## src/rtl/csa_serial_add_ctrl.sv

```systemverilog
// Serial adder: one shared SLICE_W-bit carry-select slice sequenced over WIDTH/SLICE_W cycles.
// Optional signed-overflow output enabled by defining OVF_DETECT_EN.
module csa_serial_add_ctrl #(
   parameter int WIDTH   = 16,
   parameter int SLICE_W = 4
) (
   input  logic             clk,
   input  logic             rst,
   input  logic             start,
   input  logic [WIDTH-1:0] a,
   input  logic [WIDTH-1:0] b,
   input  logic             cin,
   output logic             busy,
   output logic             done,
   output logic [WIDTH-1:0] sum,
   output logic             cout
`ifdef OVF_DETECT_EN
   ,
   output logic             ovf
`endif
);

   localparam int N  = WIDTH / SLICE_W;
   localparam int IW = $clog2(N + 1);

   generate
      if (SLICE_W < 1 || WIDTH < SLICE_W || (WIDTH % SLICE_W) != 0) begin : g_param_chk
         $error("csa_serial_add_ctrl: WIDTH must be a non-zero multiple of SLICE_W");
      end
   endgenerate

   typedef enum logic [1:0] {IDLE, RUN, DONE} state_t;

   state_t            state, state_nxt;
   logic [WIDTH-1:0]  wa, wb, ws, ws_nxt;
   logic              carry;
   logic [IW-1:0]     idx;
   logic              last;
   logic [31:0]       base;
   logic [SLICE_W-1:0] as, bs;
   logic [SLICE_W:0]  s0, s1, sel;

   assign last = (idx == IW'(N - 1));

   // Both slice results are formed up front; the registered carry only picks one.
   always_comb begin
      base   = 32'(idx) * 32'(SLICE_W);
      as     = wa[base +: SLICE_W];
      bs     = wb[base +: SLICE_W];
      s0     = {1'b0, as} + {1'b0, bs};
      s1     = {1'b0, as} + {1'b0, bs} + {{SLICE_W{1'b0}}, 1'b1};
      sel    = carry ? s1 : s0;
      ws_nxt = ws;
      ws_nxt[base +: SLICE_W] = sel[SLICE_W-1:0];
   end

   always_ff @(posedge clk) begin
      if (rst) state <= IDLE;
      else     state <= state_nxt;
   end

   always_comb begin
      state_nxt = state;
      busy      = 1'b0;
      done      = 1'b0;
      case (state)
         IDLE: if (start) state_nxt = RUN;
         RUN: begin
            busy = 1'b1;
            if (last) state_nxt = DONE;
         end
         DONE: begin
            busy      = 1'b1;
            done      = 1'b1;
            state_nxt = IDLE;
         end
         default: state_nxt = IDLE;
      endcase
   end

   always_ff @(posedge clk) begin
      if (rst) begin
         wa    <= '0;
         wb    <= '0;
         ws    <= '0;
         carry <= 1'b0;
         idx   <= '0;
         sum   <= '0;
         cout  <= 1'b0;
`ifdef OVF_DETECT_EN
         ovf   <= 1'b0;
`endif
      end else begin
         case (state)
            IDLE: begin
               if (start) begin
                  wa    <= a;
                  wb    <= b;
                  carry <= cin;
                  idx   <= '0;
               end
            end
            RUN: begin
               ws    <= ws_nxt;
               carry <= sel[SLICE_W];
               // Index returns to zero on the last slice so it never leaves 0..N-1.
               idx   <= last ? '0 : idx + 1'b1;
               if (last) begin
                  sum  <= ws_nxt;
                  cout <= sel[SLICE_W];
`ifdef OVF_DETECT_EN
                  ovf  <= wa[WIDTH-1] ^ wb[WIDTH-1] ^ ws_nxt[WIDTH-1] ^ sel[SLICE_W];
`endif
               end
            end
            default: ;
         endcase
      end
   end

endmodule
```

## config.mk

```make
export PLATFORM = sky130hd
export DESIGN_NAME = csa_serial_add_ctrl
export DESIGN_NICKNAME = d
export VERILOG_FILES = /design/src/rtl/csa_serial_add_ctrl.sv
export SDC_FILE = /design/constraint.sdc
export NUM_CORES = 1
export LEC_CHECK = 0
export BUFFER_PORTS_ARGS = -buffer_cell sky130_fd_sc_hd__buf_2
export CAP_MARGIN = 20
export CORE_MARGIN = 8
export CORE_UTILIZATION = 60
export CTS_CLUSTER_DIAMETER = 120
export DETAILED_ROUTE_END_ITERATION = 6
export PLACE_DENSITY = 0.84
export SLEW_MARGIN = 10
export SYNTH_ARGS = -nofsm -noshare
export SYNTH_HDL_FRONTEND = slang
export SYNTH_SLANG_ARGS = --single-unit
```

## constraint.sdc

```tcl
create_clock -name clk -period 4.7 [get_ports clk]
set_input_delay 0.47 -clock clk [delete_from_list [all_inputs] [get_ports clk]]
set_output_delay 0.47 -clock clk [all_outputs]
set_load 0.005 [all_outputs]
```

==> results.json, run 1 <==
{
  "status": "complete, no violations",
  "cts_hold_buf": 0,
  "place.gp.congestion": 0.7672,
  "dieArea_um2": 8163,
  "synth_edf_count": 0,
  "final_net_count": 471,
  "layout-drive-gt1-share": 0.2103,
  "multi_input_area_um2": 1755,
  "slew_viol_final": 0,
  "max_freq_ghz": 0.2724,
  "vdd_drop_max_v": 0.0002236,
  "ys_ff_latch": 71,
  "path_buf_inv": 0,
  "vias_per_cell": 5.714,
  "max_cap_violations": 0,
  "postSynthCellCount": 384,
  "clock_path_buffers": 2,
  "totalWireLength_um": 7840,
  "worstSetupEndpoint": "sum[1]",
  "postRouteAntennaNets": 0,
  "required_ns": 4.90,
  "worstPathArrival_ns": 3.87,
  "ys_seq_area_frac": 0.4285,
  "numCtsBuffers": 9,
  "cp_num_cells": 9,
  "r2r_end": "sum[1]",
  "syn-num-nets": 432,
  "portBuffers": 54,
  "clk_pin_slew_ns": 0.08,
  "path_cells": "mux4_2, and2_1, ha_1, fa_1, ha_1, mux2i_1, nand2_1, o211ai_1, a21oi_1",
  "wl_per_cell_um": 15.68,
  "drc": 0,
  "synth_area_leaders": "dfxtp_1 43%, nand2_1 11%, a21oi_1 8.6%, mux4_2 4.8%, ha_1 4.1%",
  "cts_resized": 0,
  "synth_area_per_cell_um2": 8.638,
  "h-tree-depth": 3,
  "cts_root_buffer": "clkbuf_8",
  "chipWidth_um": 90.35,
  "regArea_um2": 1421,
  "grt_usage": 0.1978,
  "drt_iter0_markers": 207,
  "rrSetupSlack_ns": 1.03,
  "cts_sinks": 71,
  "power_density_nw_per_um2": 377.2,
  "grt_setup_unrepaired": "false",
  "finalCritPeriodShare": 0.7811,
  "r2r.worst_path.cells": 9,
  "cp_slowest_cell": "dfxtp_1",
  "path_common_cell": "ha_1",
  "async_flop_share": 0,
  "nFillCells": 442,
  "cp-start-kind": "flop",
  "finalSetupTns_ns": 0,
  "setup_viol": 0,
  "leakagePower_nw": 1.482,
  "diodes": 0,
  "area_growth_syn_to_layout_pct": 15.16,
  "worstSkewPairLatency_ns": 0.35,
  "crit_family": "multiplexers",
  "crit_start": "idx[0]",
  "crit_path_max_fanout": 14,
  "synth_warnings": 0,
  "ys.flop_type": "dfxtp_1",
  "pin_count": 55,
  "hold_violations": 0,
  "rows": 27,
  "core_area_um2": 5439,
  "slew_headroom": 0.3210,
  "final_common_cell": "nand2_1",
  "grt_pass1_vias": 2947,
  "worst-slew-pin-transition_ns": 1.016,
  "cts_setup_buffers": 0,
  "grt-ovfl-total": 0,
  "fin_crit_ns": 3.671,
  "first_pass_iters": 4,
  "crit_type": "flop to flop",
  "initial_core_util": 0.6098,
  "die_h_um": 90.35,
  "slowest_delay_ns": 0.80,
  "synth_area_um2": 3317,
  "antenna_found_initial": 0,
  "r2r-start": "idx[0]",
  "synth_top_area_cell": "dfxtp_1",
  "grt_first_pass_wirelength_um": 13480,
  "cts_tree": "yes",
  "hold_path_class": "input port to flop",
  "hold_ws_ns": 0.3454,
  "route.vias.total": 2857,
  "skew_ns": 0.008251,
  "grt_max_degree": 69,
  "final_cell_mix": "93 x nand2_1, 71 x dfxtp_1, 57 x a21oi_1",
  "endpoint_kind": "flop",
  "yosysUniqueCellTypes": 44,
  "hpwl_um": 5394,
  "synth_top_area_frac": 0.4285
}
## worst min-delay path: stages
cell,delay [ns]
buf_2,0.09
nand2_1,0.04
a21oi_1,0.05
## cells in the mapped netlist, drive strengths merged, types with 8 or more instances
| library cell | instances |
|---|---|
| nand2 | 93 |
| dfxtp | 71 |
| a21oi | 57 |
| clkbuf | 22 |
| nor2 | 13 |
| and2 | 11 |
| ha | 11 |
| o21ai | 11 |
| a211oi | 9 |
| inv | 8 |
| mux2i | 8 |
| mux4 | 8 |
| o211ai | 8 |
## kinds of logic after synthesis
family,synth area share
xor gates and xnor gates,0.01320
buffers and inverters,0.04225
adders and majority gates,0.04753
muxes,0.07959
AOI/OAI and AO/OA,0.1920
DFF,0.4285
and+or+nand+nor,0.1969
## per-layer routing
| metal | vias up | track usage | share of wire |
|---|---|---|---|
| met3 | 19 | 0.05653 | 0.060 |
| met2 | 83 | 0.3442 | 0.50 |
| li1 | 1423 | - | - |
| met5 | - | 0 | 0 |
| met1 | 1332 | 0.2137 | 0.42 |
| met4 | 0 | 0.1012 | 0.022 |
## metrics by stage
step / worst slack (ns) / std cells / total power, mW / util / area, um^2
after floorplan: 1.555 / 384 / 0.8023 / - / 3317
after global placement: 1.144 / 484 / 0.8453 / 0.6572 / 3575
after detailed placement: 0.9856 / 484 / 0.8540 / 0.6572 / 3575
after CTS: 0.9753 / 500 / 1.445 / 0.7023 / 3820
after global routing: 0.6513 / 500 / 1.495 / 0.7023 / 3820
final: 1.029 / 500 / 1.441 / 0.7023 / 3820
## layout make-up
class	count	area share
Tap cell	72	0.02358
Inverter	8	0.007861
Clock buffer	10	0.03603
Multi-Input combinational cell	278	0.4595
Timing Repair Buffer	55	0.07272
Clock inverter	6	0.02817
Sequential cell	71	0.3721
## power breakdown
part	total, mW	switching (mW)	internal [mW]
logic	0.196	0.121	0.0757
clock network	0.598	0.233	0.365
registers	0.646	0.0196	0.627
total	1.44	0.373	1.07
## flip-flops by register name, indices dropped and copies added, names as in the netlist
name,cells
idx,3
carry,1
ws,16
cout,1
wa,16
sum,16
state,2
wb,16
## worst min-delay path by stage
stage                  from  cells past startpoint  slack [ns]      end
floorplan             wa[6]                      2        0.43    wa[6]
global placement    sum[12]                      2        0.44  sum[12]
detailed placement  sum[12]                      2        0.44  sum[12]
CTS                    a[4]                      3        0.34    wa[4]
global route          a[10]                      3        0.35   wa[10]
finish                 a[4]                      3        0.35    wa[4]
Note: power is estimated with default switching activity, not from simulation.
==> inputs of run 2 (changes only) <==
--- a/config.mk
+++ b/config.mk
@@ -5,13 +5,14 @@
 export SDC_FILE = /design/constraint.sdc
 export NUM_CORES = 1
 export LEC_CHECK = 0
+export ABC_AREA = 1
 export BUFFER_PORTS_ARGS = -buffer_cell sky130_fd_sc_hd__buf_2
 export CAP_MARGIN = 20
 export CORE_MARGIN = 8
-export CORE_UTILIZATION = 60
+export CORE_UTILIZATION = 56
 export CTS_CLUSTER_DIAMETER = 120
 export DETAILED_ROUTE_END_ITERATION = 6
-export PLACE_DENSITY = 0.84
+export PLACE_DENSITY = 0.79
 export SLEW_MARGIN = 10
 export SYNTH_ARGS = -nofsm -noshare
 export SYNTH_HDL_FRONTEND = slang
==> constraint.sdc (replaced) <==
create_clock -name clk -period 3.6 [get_ports clk]
set_input_delay 0.36 -clock clk [delete_from_list [all_inputs] [get_ports clk]]
set_output_delay 0.36 -clock clk [all_outputs]
set_load 0.005 [all_outputs]
==> results.json, run 2 <==
{
  "dieArea_um2": 9005,
  "yosysMostFrequentCell": "nor2_1",
  "clk_pin_slew_ns": 0.07,
  "pin_count": 55,
  "hold_ws_ns": 0.2568,
  "grt_usage": 0.1856,
  "status": "complete, no violations",
  "slew_viol_final": 0,
  "synth_area_um2": 3486,
  "diodes": 0,
  "r2r_end": "ws[1]",
  "area_growth_syn_to_layout_pct": 12.71,
  "die_h_um": 94.90,
  "core_area_um2": 5956,
  "r2r-start": "idx[1]",
  "layout-drive-gt1-share": 0.1481,
  "skew_ns": 0.005125,
  "holdPathEnd": "wb[5]",
  "antenna_found_initial": 0,
  "hold_depth": 3,
  "setup_viol": 0,
  "slew_headroom": 0.3645,
  "drc": 0,
  "finalSetupTns_ns": 0,
  "numCtsBuffers": 9,
  "ys_seq_area_frac": 0.4078,
  "worstHoldStart": "b[5]",
  "dp.cells": 606,
  "cts_resized": 0,
  "hold_violations": 0,
  "synth_area_per_cell_um2": 7.000,
  "final_net_count": 590,
  "chipWidth_um": 94.90,
  "grt_setup_unrepaired": "false",
  "hold_path_class": "input port to flop",
  "cp-start-kind": "flop",
  "ys_ff_latch": 71,
  "synth_commonest_cells": "107 x nor2_1, 75 x o21ai_0, 71 x dfxtp_1",
  "grt_pass1_vias": 2954,
  "crit_start": "idx[1]",
  "nFillCells": 547,
  "finalCritPeriodShare": 0.8651,
  "synth_edf_count": 0,
  "worstSkewPairLatency_ns": 0.34,
  "drt_iter0_markers": 252,
  "worst-slew-pin-transition_ns": 0.9522,
  "r2r.worst_path.cells": 12,
  "totalWireLength_um": 7937,
  "power_density_nw_per_um2": 452.1,
  "rrSetupSlack_ns": 0.49,
  "fin_cells": 622,
  "cts_root_buffer": "clkbuf_8",
  "rows": 28,
  "cts_tree": "yes",
  "crit_path_max_fanout": 12,
  "vias_per_cell": 5.219,
  "final_common_cell": "nor2_1",
  "synth_warnings": 0,
  "crit_type": "flop to flop",
  "portBuffers": 54,
  "initial_core_util": 0.5853,
  "max_freq_ghz": 0.3211,
  "first_pass_iters": 5,
  "postSynthCellCount": 498,
  "final_cell_mix": "107 x nor2_1, 75 x o21ai_0, 71 x dfxtp_1",
  "grt_max_degree": 34,
  "hpwl_um": 5652,
  "fin_crit_ns": 3.114,
  "h-tree-depth": 3,
  "place.gp.congestion": 0.8622,
  "ys.flop_type": "dfxtp_1",
  "worstPathArrival_ns": 3.36,
  "cts_setup_buffers": 0,
  "cts_sinks": 71,
  "cts_hold_buf": 0,
  "grt_first_pass_wirelength_um": 13360,
  "async_flop_share": 0,
  "synth_area_leaders": "dfxtp_1 41%, nor2_1 12%, o21ai_0 11%, inv_1 6.9%, nand2_1 6.6%",
  "wl_per_cell_um": 12.76,
  "clock_path_buffers": 2,
  "postRouteAntennaNets": 0,
  "endpoint_kind": "flop",
  "syn-num-nets": 546,
  "synth_top_area_cell": "dfxtp_1",
  "required_ns": 3.85,
  "vdd_drop_max_v": 0.0002976,
  "leakagePower_nw": 1.943,
  "grt-ovfl-total": 0,
  "max_cap_violations": 0,
  "yosysUniqueCellTypes": 32,
  "route.vias.total": 3246,
  "synth_top_area_frac": 0.4078
}
[run 2: layer usage]
| metal | share of wire | global-route usage | routed length [um] |
|---|---|---|---|
| met1 | 0.48 | 0.2377 | 3813 |
| met2 | 0.45 | 0.2908 | 3574 |
| met3 | 0.054 | 0.05635 | 427 |
| met4 | 0.015 | 0.06112 | 120 |
| met5 | 0 | 0 | 0 |
[run 2: worst max-delay path, cell delays in order (launching register included)]
cell	delay (ns)
dfxtp_1	0.66
inv_1	0.23
nor2_1	0.14
o21ai_0	0.08
a21oi_1	0.16
ha_1	0.21
fa_1	0.47
ha_1	0.31
mux2_2	0.30
o21ai_0	0.24
nand2_1	0.08
nand2_1	0.08
inv_1	0.04
[run 2: report_power, final]
part	total, mW	internal, mW	leakage, nW	switching (mW)
combinational	0.341	0.122	1.26	0.219
sequential	0.866	0.838	0.583	0.0279
clock	0.569	0.283	0.0959	0.286
[run 2: cell families (layout without fill, tap and decap cells)]
family / Yosys count / after routing / synth area share
XOR/XNOR: 2 / 2 / 0.005026
adder cells (fa/ha/maj): 12 / 12 / 0.04523
AO/OA/AOI/OAI: 126 / 126 / 0.1985
multiplexers: 1 / 1 / 0.003230
AND/OR/NAND/NOR: 196 / 196 / 0.2351
buffers and inverters: 90 / 139 / 0.1052
flip-flops: 71 / 71 / 0.4078
[run 2: worst max path at each step]
stage | endpoint | cells past startpoint
after floorplan | sum[1] | 13
after global placement | ws[1] | 12
after detailed placement | ws[1] | 12
after CTS | ws[1] | 12
after global routing | ws[5] | 12
final | ws[1] | 12
[run 2: per-stage QoR]
step	instance area (um^2)	power, mW	util	setup WS, ns
6_report	3929	1.776	0.6597	0.4857
3_3_place_gp	3754	1.206	0.6303	0.6595
2_1_floorplan	3486	1.132	-	0.8887
4_1_cts	3929	1.781	0.6597	0.5308
3_5_place_dp	3754	1.222	0.6303	0.5385
5_1_grt	3929	1.876	0.6597	0.2402
[run 2: area by class of cell]
type	count	area, um^2	area share
inverter	66	247.7	0.06306
sequential	71	1421	0.3618
clock buffer	12	155.1	0.03949
tap	75	93.84	0.02389
clock inverter	4	20.02	0.005096
timing repair buffer	57	292.8	0.07452
multi-input combinational	337	1698	0.4322
==> inputs of run 3 (changes only) <==
--- a/config.mk
+++ b/config.mk
@@ -12,7 +12,7 @@
 export CORE_UTILIZATION = 56
 export CTS_CLUSTER_DIAMETER = 120
 export DETAILED_ROUTE_END_ITERATION = 6
-export PLACE_DENSITY = 0.79
+export PLACE_DENSITY_LB_ADDON = 0.1
 export SLEW_MARGIN = 10
 export SYNTH_ARGS = -nofsm -noshare
 export SYNTH_HDL_FRONTEND = slang
==> results.json, run 3 (same netlist as run 2, synthesis figures left out) <==
{
  "power_density_nw_per_um2": 460.4,
  "h-tree-depth": 3,
  "setup_viol": 0,
  "crit_type": "flop to flop",
  "regArea_um2": 1421,
  "hpwl_um": 5640,
  "skew_ns": 0.005419,
  "met3_usage": 0.04921,
  "layout-drive-gt1-share": 0.1481,
  "die_h_um": 94.90,
  "leakagePower_nw": 1.945,
  "dp.cells": 606,
  "drc": 0,
  "required_ns": 3.84,
  "dp_slack_ns": 0.5099,
  "worst-slew-pin-transition_ns": 0.9584,
  "initial_core_util": 0.5853,
  "multi_input_area_um2": 1698,
  "numCtsBuffers": 9,
  "hold_violations": 0,
  "hold_path_class": "input port to flop",
  "endpoint_kind": "flop",
  "top_usage_layer": "met2",
  "r2r.worst_path.cells": 12,
  "cts_tree": "yes",
  "portBuffers": 54,
  "fin_cells": 622,
  "path_common_cell": "o21ai_0",
  "finalCritPeriodShare": 0.8812,
  "nFillCells": 579,
  "grt_util_met1": 0.2301,
  "final_net_count": 590,
  "r2r_end": "ws[9]",
  "dieArea_um2": 9005,
  "power_frac_comb": 0.185,
  "final_cell_mix": "107 x nor2_1, 75 x o21ai_0, 71 x dfxtp_1",
  "postLayoutCoreUtil": 0.6630,
  "cts_root_buffer": "clkbuf_8",
  "grt_pass1_vias": 2886,
  "grt_setup_unrepaired": "false",
  "switching_share": 0.2929,
  "holdPathEnd": "wb[10]",
  "p_clk_frac": 0.339,
  "rrSetupSlack_ns": 0.43,
  "crit_path_max_fanout": 12,
  "vdd_drop_max_v": 0.0003402,
  "clk_pin_slew_ns": 0.07,
  "vias_per_cell": 5.090,
  "cts_sinks": 71,
  "grt-ovfl-total": 0,
  "first_pass_iters": 4,
  "totalWireLength_um": 7819,
  "wl_per_cell_um": 12.57,
  "rows": 28,
  "p_switching_mw": 0.5325,
  "slowest_delay_ns": 0.69,
  "grt_first_pass_wirelength_um": 13060,
  "worstSkewPairLatency_ns": 0.35,
  "worstHoldStart": "b[10]",
  "core_area_um2": 5956,
  "antenna_found_initial": 0,
  "fin_crit_ns": 3.172,
  "r2r-start": "idx[1]",
  "hold_ws_ns": 0.2516,
  "use_met2": 0.2851,
  "max_cap_violations": 0,
  "max_freq_ghz": 0.3152,
  "grt_usage": 0.1804,
  "clock_path_buffers": 2,
  "drt_iter0_markers": 154,
  "cp-start-kind": "flop",
  "grt_max_degree": 34,
  "postRouteAntennaNets": 0,
  "cts_resized": 0,
  "pin_count": 55,
  "route.vias.total": 3166,
  "chipWidth_um": 94.90,
  "internal-power_mw": 1.285,
  "path_cells": "inv_1, nor2_1, o21ai_0, a21oi_1, ha_1, fa_1, ha_1, mux2_2, nand2_1, o21ai_0, o21ai_0, inv_1",
  "setup_ws_ns": 0.4279,
  "slew_viol_final": 0,
  "diodes": 0,
  "slew_headroom": 0.3604,
  "area_growth_syn_to_layout_pct": 13.28,
  "final_common_cell": "nor2_1",
  "hold_depth": 3,
  "place.gp.congestion": 0.8274,
  "finalSetupTns_ns": 0,
  "worstPathArrival_ns": 3.42,
  "cp_slowest_cell": "dfxtp_1",
  "cts_setup_buffers": 0,
  "status": "complete, no violations",
  "seqPwrFrac": 0.476,
  "cts_hold_buf": 0
}
-- run 3: cell types whose count changed in the layout (fill, tap and decap cells not counted) --
| cell | before | now |
|---|---|---|
| clkinvlp_4 | 0 | 1 |
| clkbuf_8 | 11 | 13 |
| clkinv_2 | 4 | 1 |
-- run 3: power by group through the flow --
stage	logic [mW]	clock network [mW]	registers, mW
6_report	0.336	0.616	0.866
5_1_grt	0.387	0.663	0.870
4_1_cts	0.339	0.627	0.865
3_5_place_dp	0.337	0	0.883
3_3_place_gp	0.328	0	0.882
2_1_floorplan	0.258	0	0.874
-- run 3: worst max-delay path: cells and delay by family (launching register included) --
family	cells	cell delay, ns
simple gates	2	0.22
fa+ha+maj	3	0.98
compound gates	4	0.57
mux	1	0.31
flops	1	0.69
buf+inv	2	0.30
-- run 3: worst max-delay path by stage --
stage                      start  endpoint  slack [ns]  depth (start not counted)
after floorplan           idx[0]    sum[1]        0.89                         13
after global routing      idx[1]     ws[1]        0.16                         12
after detailed placement  idx[1]     ws[9]        0.51                         12
after CTS                 idx[1]     ws[9]        0.49                         12
after global placement    idx[1]     ws[1]        0.65                         12
final                     idx[1]     ws[9]        0.43                         12
-- run 3: per-layer routing --
| metal | vias up | part of all wire |
|---|---|---|
| met3 | 11 | 0.058 |
| li1 | 1670 | - |
| met4 | 0 | 0.013 |
| met2 | 73 | 0.45 |
| met1 | 1412 | 0.48 |
| met5 | - | 0 |
-- run 3: final cells by class --
type                    count  share of cell area
clock inverters             2            0.003169
well taps                  75             0.02376
flip-flops and latches     71              0.3599
inverters                  66             0.06274
multi-input cells         337              0.4300
repair buffers             57             0.07414
clock buffers              14             0.04626
-- run 3: stage by stage --
step	total power, mW	instance area (um^2)
4_1_cts	1.832	3949
3_5_place_dp	1.220	3754
5_1_grt	1.921	3949
2_1_floorplan	1.132	3486
6_report	1.818	3949
3_3_place_gp	1.209	3754
